--- config.mk ---
export PLATFORM = sky130hd
export DESIGN_NAME = frame_exchange_flat
export DESIGN_NICKNAME = d
export VERILOG_FILES = /design/src/rtl/frame_exchange_pkg.sv /design/src/rtl/frame_exchange_if.sv /design/src/rtl/frame_exchange_ring.sv /design/src/rtl/frame_exchange.sv /design/src/flat_wrapper.sv
export SDC_FILE = /design/constraint.sdc
export NUM_CORES = 1
export LEC_CHECK = 0
export BUFFER_PORTS_ARGS = -buffer_cell sky130_fd_sc_hd__buf_2
export CORE_MARGIN = 5
export CORE_UTILIZATION = 59
export DETAILED_ROUTE_END_ITERATION = 8
export PLACE_DENSITY = 0.84
export SETUP_SLACK_MARGIN = 0.5
export SYNTH_ARGS = -nofsm -noshare
export SYNTH_HDL_FRONTEND = slang
export SYNTH_HIERARCHICAL = 1
export SYNTH_SLANG_ARGS = --single-unit
--- constraint.sdc ---
create_clock -name HSOSC_clk -period 7.5 [get_ports HSOSC_clk]
set_input_delay 0.375 -clock HSOSC_clk [delete_from_list [all_inputs] [get_ports HSOSC_clk]]
set_output_delay 0.375 -clock HSOSC_clk [all_outputs]
set_load 0.005 [all_outputs]
--- src/rtl/frame_exchange_pkg.sv ---
// Shared types and helpers for the game/VGA frame exchange.
// Holds the overflow-policy enum, the occupancy state encoding and the modulo-depth pointer step.
package frame_exchange_pkg;

  typedef enum logic {FX_NEWEST, FX_HOLD} fx_mode_t;

  typedef enum logic [1:0] {OCC_EMPTY, OCC_PARTIAL, OCC_FULL} occ_state_t;

  localparam int FX_MAX_BUFFERS = 5;

  // The depth need not be a power of two, so the wrap is explicit.
  function automatic int unsigned fx_ptr_inc(input int unsigned ptr, input int unsigned depth);
    return (ptr >= depth - 1) ? 0 : ptr + 1;
  endfunction

endpackage

--- src/rtl/frame_exchange_if.sv ---
// Producer/consumer handshake bundle for frame_exchange.
// The master side is the game encoder plus the VGA timing logic; the slave side is the exchange.
interface frame_exchange_if #(
  parameter int FRAME_BITS = 64
);
  logic                  GAME_new_frame_ready;
  logic [FRAME_BITS-1:0] GAME_next_frame;
  logic                  GAME_frame_accept;
  logic                  VGA_new_frame_ready;
  logic [FRAME_BITS-1:0] VGA_frame;
  logic                  VGA_frame_fresh;

  modport master (
    output GAME_new_frame_ready, GAME_next_frame, VGA_new_frame_ready,
    input  GAME_frame_accept, VGA_frame, VGA_frame_fresh
  );

  modport slave (
    input  GAME_new_frame_ready, GAME_next_frame, VGA_new_frame_ready,
    output GAME_frame_accept, VGA_frame, VGA_frame_fresh
  );
endinterface

--- src/rtl/frame_exchange_ring.sv ---
// Circular frame store with read/write pointers, occupancy count and an EMPTY/PARTIAL/FULL tracker.
// Overwrite advances the read pointer alongside a push so the count stays put while the oldest frame is lost.
module frame_ring
  import frame_exchange_pkg::*;
#(
  parameter int FRAME_BITS = 64,
  parameter int DEPTH      = 2,
  parameter int CNT_W      = 2
) (
  input  logic                  clk_i,
  input  logic                  rst_ni,
  input  logic                  push_i,
  input  logic                  pop_i,
  input  logic                  overwrite_i,
  input  logic [FRAME_BITS-1:0] din_i,
  output logic [FRAME_BITS-1:0] head_o,
  output logic                  full_o,
  output logic                  empty_o,
  output logic [CNT_W-1:0]      count_o
);

  localparam int PTR_W = (DEPTH > 1) ? $clog2(DEPTH) : 1;

  logic [FRAME_BITS-1:0] slot_q [DEPTH];
  logic [PTR_W-1:0]      rd_ptr_q, rd_ptr_d;
  logic [PTR_W-1:0]      wr_ptr_q, wr_ptr_d;
  logic [CNT_W-1:0]      count_q, count_d;
  occ_state_t            state_q, state_d;

  // Storage carries no reset; only pointers and count define validity.
  always_ff @(posedge clk_i) begin
    if (push_i) slot_q[wr_ptr_q] <= din_i;
  end

  always_comb begin
    rd_ptr_d = rd_ptr_q;
    wr_ptr_d = wr_ptr_q;
    count_d  = count_q;
    if (push_i) wr_ptr_d = PTR_W'(fx_ptr_inc(32'(wr_ptr_q), DEPTH));
    if (pop_i || overwrite_i) rd_ptr_d = PTR_W'(fx_ptr_inc(32'(rd_ptr_q), DEPTH));
    if (push_i && !overwrite_i && !pop_i) count_d = count_q + CNT_W'(1);
    else if (pop_i && !push_i)            count_d = count_q - CNT_W'(1);
  end

  always_ff @(posedge clk_i or negedge rst_ni) begin
    if (!rst_ni) begin
      rd_ptr_q <= '0;
      wr_ptr_q <= '0;
      count_q  <= '0;
    end else begin
      rd_ptr_q <= rd_ptr_d;
      wr_ptr_q <= wr_ptr_d;
      count_q  <= count_d;
    end
  end

  // Occupancy FSM: state register
  always_ff @(posedge clk_i or negedge rst_ni) begin
    if (!rst_ni) state_q <= OCC_EMPTY;
    else         state_q <= state_d;
  end

  // Occupancy FSM: next state follows the next count; DEPTH==1 never reaches PARTIAL
  always_comb begin
    state_d = OCC_PARTIAL;
    if (count_d == '0)                  state_d = OCC_EMPTY;
    else if (count_d == CNT_W'(DEPTH))  state_d = OCC_FULL;
  end

  // Occupancy FSM: outputs
  always_comb begin
    full_o  = (state_q == OCC_FULL);
    empty_o = (state_q == OCC_EMPTY);
  end

  assign head_o  = slot_q[rd_ptr_q];
  assign count_o = count_q;

endmodule

--- src/rtl/frame_exchange.sv ---
// Game-to-VGA frame handoff: queues up to NUM_BUFFERS-1 frames and shows a swap-stable registered frame.
// Define FRAME_EXCHANGE_STATS_EN to add saturating dropped_frames/repeated_frames counters.
module frame_exchange
  import frame_exchange_pkg::*;
#(
  parameter int       FRAME_BITS  = 64,
  parameter int       NUM_BUFFERS = 3,
  parameter fx_mode_t MODE        = FX_NEWEST
) (
  input  logic                           HSOSC_clk,
  input  logic                           reset_n,
  frame_exchange_if.slave                fx,
  output logic [$clog2(NUM_BUFFERS)-1:0] frames_pending
`ifdef FRAME_EXCHANGE_STATS_EN
  ,
  output logic [15:0]                    dropped_frames,
  output logic [15:0]                    repeated_frames
`endif
);

  localparam int Q     = NUM_BUFFERS - 1;
  localparam int CNT_W = $clog2(NUM_BUFFERS);

  logic                  full, empty;
  logic                  pop_eff, push_wr, overwrite, refused;
  logic [FRAME_BITS-1:0] head;
  logic [FRAME_BITS-1:0] vga_q, vga_d;
  logic                  fresh_q, fresh_d;

  // A pop on a full queue frees the head slot this cycle, so a concurrent push is neither dropped nor refused.
  always_comb begin
    pop_eff   = fx.VGA_new_frame_ready && !empty;
    overwrite = fx.GAME_new_frame_ready && full && !pop_eff && (MODE == FX_NEWEST);
    refused   = fx.GAME_new_frame_ready && full && !pop_eff && (MODE == FX_HOLD);
    push_wr   = fx.GAME_new_frame_ready && !refused;
  end

  frame_ring #(
    .FRAME_BITS (FRAME_BITS),
    .DEPTH      (Q),
    .CNT_W      (CNT_W)
  ) u_ring (
    .clk_i       (HSOSC_clk),
    .rst_ni      (reset_n),
    .push_i      (push_wr),
    .pop_i       (pop_eff),
    .overwrite_i (overwrite),
    .din_i       (fx.GAME_next_frame),
    .head_o      (head),
    .full_o      (full),
    .empty_o     (empty),
    .count_o     (frames_pending)
  );

  always_comb begin
    vga_d   = pop_eff ? head : vga_q;
    fresh_d = pop_eff;
  end

  always_ff @(posedge HSOSC_clk or negedge reset_n) begin
    if (!reset_n) begin
      vga_q   <= '0;
      fresh_q <= 1'b0;
    end else begin
      vga_q   <= vga_d;
      fresh_q <= fresh_d;
    end
  end

  assign fx.VGA_frame         = vga_q;
  assign fx.VGA_frame_fresh   = fresh_q;
  assign fx.GAME_frame_accept = (MODE == FX_HOLD) ? !full : 1'b1;

`ifdef FRAME_EXCHANGE_STATS_EN
  logic [15:0] dropped_q, dropped_d;
  logic [15:0] repeated_q, repeated_d;

  function automatic logic [15:0] sat_inc(input logic [15:0] v, input logic en);
    return (en && (v != 16'hFFFF)) ? v + 16'd1 : v;
  endfunction

  always_comb begin
    dropped_d  = sat_inc(dropped_q, overwrite || refused);
    repeated_d = sat_inc(repeated_q, fx.VGA_new_frame_ready && empty);
  end

  always_ff @(posedge HSOSC_clk or negedge reset_n) begin
    if (!reset_n) begin
      dropped_q  <= '0;
      repeated_q <= '0;
    end else begin
      dropped_q  <= dropped_d;
      repeated_q <= repeated_d;
    end
  end

  assign dropped_frames  = dropped_q;
  assign repeated_frames = repeated_q;
`endif

endmodule

--- src/flat_wrapper.sv ---
// flat-port wrapper written by rule: the top's interface ports become plain ports
module frame_exchange_flat import frame_exchange_pkg::*;
#(
  parameter int       FRAME_BITS  = 64,
  parameter int       NUM_BUFFERS = 3,
  parameter fx_mode_t MODE        = FX_NEWEST
)
  (HSOSC_clk, reset_n, frames_pending, fx_GAME_new_frame_ready, fx_GAME_next_frame, fx_VGA_new_frame_ready, fx_GAME_frame_accept, fx_VGA_frame, fx_VGA_frame_fresh);
  frame_exchange_if #(.FRAME_BITS(FRAME_BITS)) fx_i ();
  input  logic HSOSC_clk;
  input  logic reset_n;
  output logic [$clog2(NUM_BUFFERS)-1:0] frames_pending;
  input wire logic [$bits(fx_i.GAME_new_frame_ready)-1:0] fx_GAME_new_frame_ready;
  input wire logic [$bits(fx_i.GAME_next_frame)-1:0] fx_GAME_next_frame;
  input wire logic [$bits(fx_i.VGA_new_frame_ready)-1:0] fx_VGA_new_frame_ready;
  output wire logic [$bits(fx_i.GAME_frame_accept)-1:0] fx_GAME_frame_accept;
  output wire logic [$bits(fx_i.VGA_frame)-1:0] fx_VGA_frame;
  output wire logic [$bits(fx_i.VGA_frame_fresh)-1:0] fx_VGA_frame_fresh;
  assign fx_i.GAME_new_frame_ready = fx_GAME_new_frame_ready;
  assign fx_i.GAME_next_frame = fx_GAME_next_frame;
  assign fx_i.VGA_new_frame_ready = fx_VGA_new_frame_ready;
  assign fx_GAME_frame_accept = fx_i.GAME_frame_accept;
  assign fx_VGA_frame = fx_i.VGA_frame;
  assign fx_VGA_frame_fresh = fx_i.VGA_frame_fresh;
  frame_exchange #(.FRAME_BITS(FRAME_BITS), .NUM_BUFFERS(NUM_BUFFERS), .MODE(MODE)) u_core (.HSOSC_clk(HSOSC_clk), .reset_n(reset_n), .fx(fx_i), .frames_pending(frames_pending));
endmodule
==> results of run 1 <==
==> cell usage in the layout (no fill, tap or decap), drive strengths merged <==
cell type    n
bufinv       2
diode        1
or4b         1
clkinvlp     3
a31oi        1
nand3b       1
mux2       128
nor2         3
a21oi        1
xnor2        3
inv          4
edfxtp     128
conb         1
dfrtp       70
mux2i        1
nand2        1
a31o         1
and2         1
xor2         1
buf        139
nor3b        1
nor2b        3
clkbuf      21
clkinv       3
==> synthesized netlist by cell type <==
library cell,instances
a31oi_1,1
xor2_1,1
nor2b_1,2
nand2_1,1
or4b_1,1
mux2_4,40
and2_1,1
mux2i_1,1
buf_12,5
conb_1,1
nand3b_1,1
buf_4,5
inv_1,1
xnor2_1,3
a21oi_1,1
buf_2,7
mux2_2,88
edfxtp_1,128
nor3b_1,1
nor2b_4,1
a31o_2,1
dfrtp_1,70
nor2_1,3
==> layer usage <==
layer	global-route usage (%)	vias to the layer above	part of all wire (%)
met4	7.698	0	1.9
li1	-	1661	-
met3	5.069	18	4.1
met1	22.71	1838	40
met5	0	-	0
met2	32.11	77	54
==> registers in the layout, indices dropped and copies added (netlist names) <==
| register | flops |
|---|---|
| u_core/u_ring/slot_q | 128 |
| u_core/fx.VGA_frame | 64 |
| u_core/u_ring/state_q | 2 |
| u_core/fx.VGA_frame_fresh | 1 |
| u_core/u_ring/count_o | 1 |
| u_core/u_ring/rd_ptr_q | 1 |
| u_core/u_ring/wr_ptr_q | 1 |
==> how the worst max path moves through the flow <==
stage	to	cells past startpoint
2_1_floorplan	u_core/u_ring/slot_q[0][0]$_DFFE_PP_	2
3_3_place_gp	u_core/fx.VGA_frame[44]$_DFFE_PN0P_	3
3_5_place_dp	u_core/fx.VGA_frame[50]$_DFFE_PN0P_	3
4_1_cts	u_core/fx.VGA_frame[50]$_DFFE_PN0P_	3
5_1_grt	u_core/u_ring/state_q[1]$_DFF_PN0_	7
6_report	u_core/fx.VGA_frame[50]$_DFFE_PN0P_	3
==> kinds of logic (layout without fill, tap and decap cells) <==
| group | count (synthesis) | after routing | share of synthesized area, % |
|---|---|---|---|
| DFF | 198 | 198 | 74.56 |
| muxes | 129 | 129 | 21.34 |
| other | 1 | 2 | 0.04997 |
| AOI/OAI and AO/OA | 3 | 3 | 0.2668 |
| xor gates and xnor gates | 4 | 4 | 0.4669 |
| buffers and inverters | 18 | 172 | 2.351 |
| and+or+nand+nor | 11 | 11 | 0.9670 |
==> layout make-up <==
class | instances | area share (%)
Antenna cell | 1 | 0.02826
Timing Repair Buffer | 139 | 8.026
Sequential cell | 198 | 63.20
Clock inverter | 11 | 1.399
Inverter | 1 | 0.04239
Multi-Input combinational cell | 148 | 19.67
Clock buffer | 21 | 5.200
Tap cell | 172 | 2.430
==> per-stage QoR <==
step	power, W	hold WS, ns
6_report	0.003595	0.07718
5_1_grt	0.003785	0.1084
4_1_cts	0.003642	0.1068
3_5_place_dp	0.002737	0.4923
3_3_place_gp	0.002682	0.4870
2_1_floorplan	0.002403	0.07941
==> worst max-delay path, cell delays in order (launching register included) <==
cell     delay (ns)
dfrtp_2        0.78
buf_4          0.56
mux2_2         0.39
mux2_2         0.27
==> power breakdown <==
| part | total [W] | switching [W] | internal [W] |
|---|---|---|---|
| clock | 0.000892 | 0.000382 | 0.000510 |
| sequential | 0.00170 | 0.000174 | 0.00152 |
| combinational | 0.00101 | 0.000416 | 0.000591 |
| total | 0.00359 | 0.000972 | 0.00262 |
==> reports/qor.yml, run 1 <==
syn_to_final_growth_pct: 17.99
maxSlewHeadroom_pct: 35.91
wire_per_inst_um: 19.07
grt_overflow: 0
multi_input_area_um2: 1742
firstDrtPassIters: 4
min_period_ns: 2.155
synth_area_um2: 7505
fin_nets: 573
io_buffers: 134
setup.worst_path.start: "u_core/u_ring/rd_ptr_q$_DFFE_PN0P_"
rows: 41
synth_seq_cells: 198
layout.filler_cells: 767
setup_viol: 0
slew_viol_final: 0
max-vdd-ir-drop_v: 0.0002081
power.density_nw_per_um2: 406.0
startpoint_type: "flip-flop"
core-area_um2: 12570
ys_warn_count: 6
crit_fanout: 38
path_class: "reg2reg"
period_share_pct: 28.73
leakage_nw: 3.571
vias_per_cell: 5.201
synth_fp_nets: 432
drc: 0
dp_hpwl_um: 8344
cts_buffers: 17
yosys-top-cells-area: "edfxtp_1 (51%), dfrtp_1 (23%), mux2_2 (13%)"
grtUsageTotal_pct: 18.81
clock_latency_ns: 0.43
finClkSkew_ns: 0.01074
vias: 3594
grt_setup_unrepaired: "false"
avgSynthCellArea_um2: 20.62
post_cts_buffers: 0
cp.arrival_ns: 2.46
seq_area_um2: 5597
pre_cts_ws_ns: 5.330
r2r_setup_slack_ns: 5.35
place_inst: 658
max_freq_mhz: 464.0
gp_congestion: 0.7336
initialDrtViolationCount: 153
die_w_um: 122.8
fin_ws_ns: 5.345
dieArea_um2: 15070
routed_wl_um: 13180
cts_root_buf: "clkbuf_16"
drive_gt1_share_pct: 58.30
antenna_found_initial: 1
cts_tree: "done"
finalHoldViolCount: 0
synth_top_area_share_pct: 51.22
ys_types: 23
grt_start_max_net_pins: 71
critPathCaptureType: "flip-flop"
clkSinkCount: 198
synth_seq_area_share_pct: 74.56
hp-class: "in2async"
grt_pass1_vias: 3960
drv_cap: 0
htree_levels: 4
hold_buffers: 0
place_area_um2: 8268
utilization_pct: 70.45
syn_inst: 364
grt_pass1_wl_um: 20840
postCtsResizedCells: 0
die_y_um: 122.8
clk_pin_slew_ns: 0.06
status: "complete, no violations"
required_ns: 7.81
start_util_pct: 59.71
reg2reg_from: "u_core/u_ring/rd_ptr_q$_DFFE_PN0P_"
reg2reg_to: "u_core/fx.VGA_frame[50]$_DFFE_PN0P_"
pin_count: 136
yosysTopAreaCell: "edfxtp_1"
tns_ns: 0
layout.cells.non_filler: 691
ant_nets: 0
worst_pin_slew_ns: 0.9613
reg2reg_depth: 3
design_area_um2: 8855
cts_buffer_depth: 2
Power figures use the tool's default switching activity.
==> run 2, diff against run 1 <==
--- a/config.mk
+++ b/config.mk
@@ -5,11 +5,12 @@
 export SDC_FILE = /design/constraint.sdc
 export NUM_CORES = 1
 export LEC_CHECK = 0
+export ABC_AREA = 1
 export BUFFER_PORTS_ARGS = -buffer_cell sky130_fd_sc_hd__buf_2
 export CORE_MARGIN = 5
-export CORE_UTILIZATION = 59
+export CORE_UTILIZATION = 55
 export DETAILED_ROUTE_END_ITERATION = 8
-export PLACE_DENSITY = 0.84
+export PLACE_DENSITY = 0.79
 export SETUP_SLACK_MARGIN = 0.5
 export SYNTH_ARGS = -nofsm -noshare
 export SYNTH_HDL_FRONTEND = slang
==> constraint.sdc (replaced) <==
create_clock -name HSOSC_clk -period 2 [get_ports HSOSC_clk]
set_input_delay 0.1 -clock HSOSC_clk [delete_from_list [all_inputs] [get_ports HSOSC_clk]]
set_output_delay 0.1 -clock HSOSC_clk [all_outputs]
set_load 0.005 [all_outputs]
==> run 2 against run 1 <==
Non-clock buffer count up 75. Setup slack worse by 4.8 ns. Final cell count up 50%. Combinational power rose to 3.9 times the previous value. Clock power rose to 4.0 times the previous value. Cell area up 8.5%. Synthesized cell count up 79%. Via count up 46%. Worst hold slack worse by 0.047 ns. Clock skew down 0.0024 ns. Flip-flop and latch count unchanged. Critical path type unchanged. Critical endpoint is now u_core/fx.VGA_frame[15]$_DFFE_PN0P_. Largest power group unchanged.
==> reports/qor.yml, run 2 <==
whs_ns: 0.03037  # -0.04681 ns
die_y_um: 127.0  # +3.4%
required_ns: 2.35  # -5.46 ns
pwr-share-seq_pct: 45.3  # -1.9 points
yosysTopAreaCell: "edfxtp_1"
largest_reg_flops: 128  # unchanged
htree_levels: 4  # unchanged
slew_viol_final: 0  # unchanged
io_buffers: 134  # unchanged
synthFlopType: "edfxtp_1"
cts_buffers: 17  # unchanged
clkSinkCount: 198  # unchanged
avgSynthCellArea_um2: 11.53  # -44%
max_freq_mhz: 709.7  # +53%
crit_fanout: 38  # unchanged
antenna_found_initial: 0  # -1
synth_seq_area_share_pct: 74.30  # -0.26 points
synth_common_cells: "nand2_1 (331), edfxtp_1 (128), dfrtp_1 (70)"
vias_per_cell: 5.047  # -3.0%
cts_root_buf: "clkbuf_16"
status: "complete, no violations"
min_period_ns: 1.409  # -0.7459 ns
maxSlewHeadroom_pct: 50.76  # +15 points
synth_edf_count: 128  # unchanged
antenna_cells: 0  # -1
rows: 42  # +2.4%
critPathCaptureType: "flip-flop"
grtUsageTotal_pct: 21.64  # +2.8 points
pwr-share-comb_pct: 28.8  # +0.8 points
final_common_cell: "nand2_1"
max-vdd-ir-drop_v: 0.0008498  # +310%
ant_nets: 0  # unchanged
synth_area_um2: 7531  # +0.35%
cts_tree: "done"
finClkSkew_ns: 0.008333  # -0.002406 ns
cts_buffer_depth: 2  # unchanged
vias: 5239  # +46%
hp-class: "in2reg"
dp_hpwl_um: 9716  # +16%
switching_share_pct: 32.48  # +5.4 points
drv_cap: 0  # unchanged
worst_pin_slew_ns: 0.7386  # -0.2227 ns
ys_warn_count: 6  # unchanged
clock_latency_ns: 0.42  # about the same
routed_wl_um: 16680  # +27%
core-area_um2: 13350  # +6.2%
grt_pass1_wl_um: 27050  # +30%
yosys-top-cells-area: "edfxtp_1 (51%), dfrtp_1 (23%), nand2_1 (16%)"
dieArea_um2: 16130  # +7.0%
grt_overflow: 0  # unchanged
regMostFlops: "u_core/u_ring/slot_q"
leakage_nw: 4.494  # +26%
power.total_w: 0.01363  # +280%
syn_inst: 653  # +79%
gp_congestion: 0.7224  # -1.5%
yosysMostFrequentCell: "nand2_1"
async_flop_share_pct: 35.35  # unchanged
layout.cells.non_filler: 1038  # +50%
p_int_w: 0.009206  # +250%
firstDrtPassIters: 5  # +1
grt_pass1_vias: 5366  # +36%
start_util_pct: 56.42  # -3.3 points
path_class: "reg2reg"
finalHoldViolCount: 0  # unchanged
pin_count: 136  # unchanged
startpoint_type: "flip-flop"
clk_pin_slew_ns: 0.06  # about the same
synth_seq_cells: 198  # unchanged
die_w_um: 127.0  # +3.4%
cp.arrival_ns: 1.76  # -0.70 ns
synth_top_area_share_pct: 51.04  # -0.18 points
power.density_nw_per_um2: 1419  # +250%
drive_gt1_share_pct: 21.93  # -36 points
initialDrtViolationCount: 351  # +130%
syn_to_final_growth_pct: 27.60
power_frac_clock_pct: 25.9  # +1.1 points
tns_ns: 0  # unchanged
ys_types: 16  # -30%
drc: 0  # unchanged
grt_setup_unrepaired: "false"
wire_per_inst_um: 16.06  # -16%
p_switching_w: 0.004429  # +360%
utilization_pct: 71.99  # +1.5 points
synth_fp_nets: 721  # +67%
fin_nets: 917  # +60%
period_share_pct: 70.45  # +42 points
setup_viol: 0  # unchanged
grt_start_max_net_pins: 65  # -8.5%
layout_common_cells: "nand2_1 (329), buf_2 (133), edfxtp_1 (128)"
place_inst: 939  # +43%
[run 2: cell types whose count changed after synthesis, sizes merged, moves of 3 or more]
cell   before  now
xnor2       3    0
mux2      128    0
nor2        3    6
inv         1    9
nor2b       3    0
nand3       0   68
buf        17   36
nand2       1  332
[run 2: cell type report]
type                            count  area, um^2
Sequential cell                   198        5597
Timing Repair Buffer              214        1468
Inverter                            9       40.04
Multi-Input combinational cell    409        1668
Clock inverter                      9       148.9
Fill cell                         935        3739
Tap cell                          176       220.2
Clock buffer                       23       467.9
[run 2: per-layer routing]
metal	part of all wire (%)	track usage [%]	routed length, um
met1	39	26.75	6502
met2	53	37.95	8893
met3	6.4	4.883	1067
met4	1.3	7.129	212
met5	0	0	0
[run 2: final timing paths]
| kind | cells after the start | startpoint | slack, ns | to |
|---|---|---|---|---|
| setup / recovery | 6 | u_core/u_ring/state_q[0]$_DFF_PN0_ | 0.59 | u_core/fx.VGA_frame[15]$_DFFE_PN0P_ |
| hold / removal | 3 | fx_VGA_new_frame_ready | 0.03 | u_core/fx.VGA_frame_fresh$_DFF_PN0_ |
| setup reg to reg | 6 | u_core/u_ring/state_q[0]$_DFF_PN0_ | 0.59 | u_core/fx.VGA_frame[15]$_DFFE_PN0P_ |
| hold reg to reg | 2 | u_core/fx.VGA_frame[51]$_DFFE_PN0P_ | 0.47 | u_core/fx.VGA_frame[51]$_DFFE_PN0P_ |
| max in group asynchronous | 3 | reset_n | 1.26 | u_core/fx.VGA_frame[4]$_DFFE_PN0P_ |
| min in group asynchronous | 2 | reset_n | 0.18 | u_core/fx.VGA_frame[31]$_DFFE_PN0P_ |
[run 2: what timing repair did]
item                       in CTS  in global routing
setup buffers                   0                  1
resized for setup               1                  5
hold endpoints to repair      161                  0
hold buffers                   66                  0
setup endpoints to repair       3                  4
pin swaps                       0                  1
[run 2: worst max-delay path: stages (launching register included)]
cell     delay, ns
dfrtp_1       0.40
nor2_1        0.14
inv_2         0.06
nand2_2       0.10
buf_4         0.40
nand2_1       0.12
nand2_1       0.11
[run 2: through the flow]
stage	cell area, um^2	setup slack (ns)
finish	9609	0.5910
global route	9609	0.4884
CTS	9587	0.4959
detailed placement	8305	0.5187
global placement	8305	0.5964
floorplan	7545	0.1950
[run 2: kinds of logic (layout without fill, tap and decap cells)]
kind of cell,Yosys count,after routing,synth area share [%]
xor gates and xnor gates,2,2,0.2326
other,1,1,0.04979
buffers and inverters,46,255,3.888
DFF,198,198,74.30
and+or+nand+nor,406,406,21.53
[run 2: power by group through the flow]
stage	registers, W	clock network [W]	logic [W]
after floorplan	0.00620	0	0.00243
after global placement	0.00618	0	0.00364
after detailed placement	0.00624	0	0.00379
after CTS	0.00618	0.00359	0.00392
after global routing	0.00628	0.00377	0.00446
final	0.00617	0.00353	0.00393
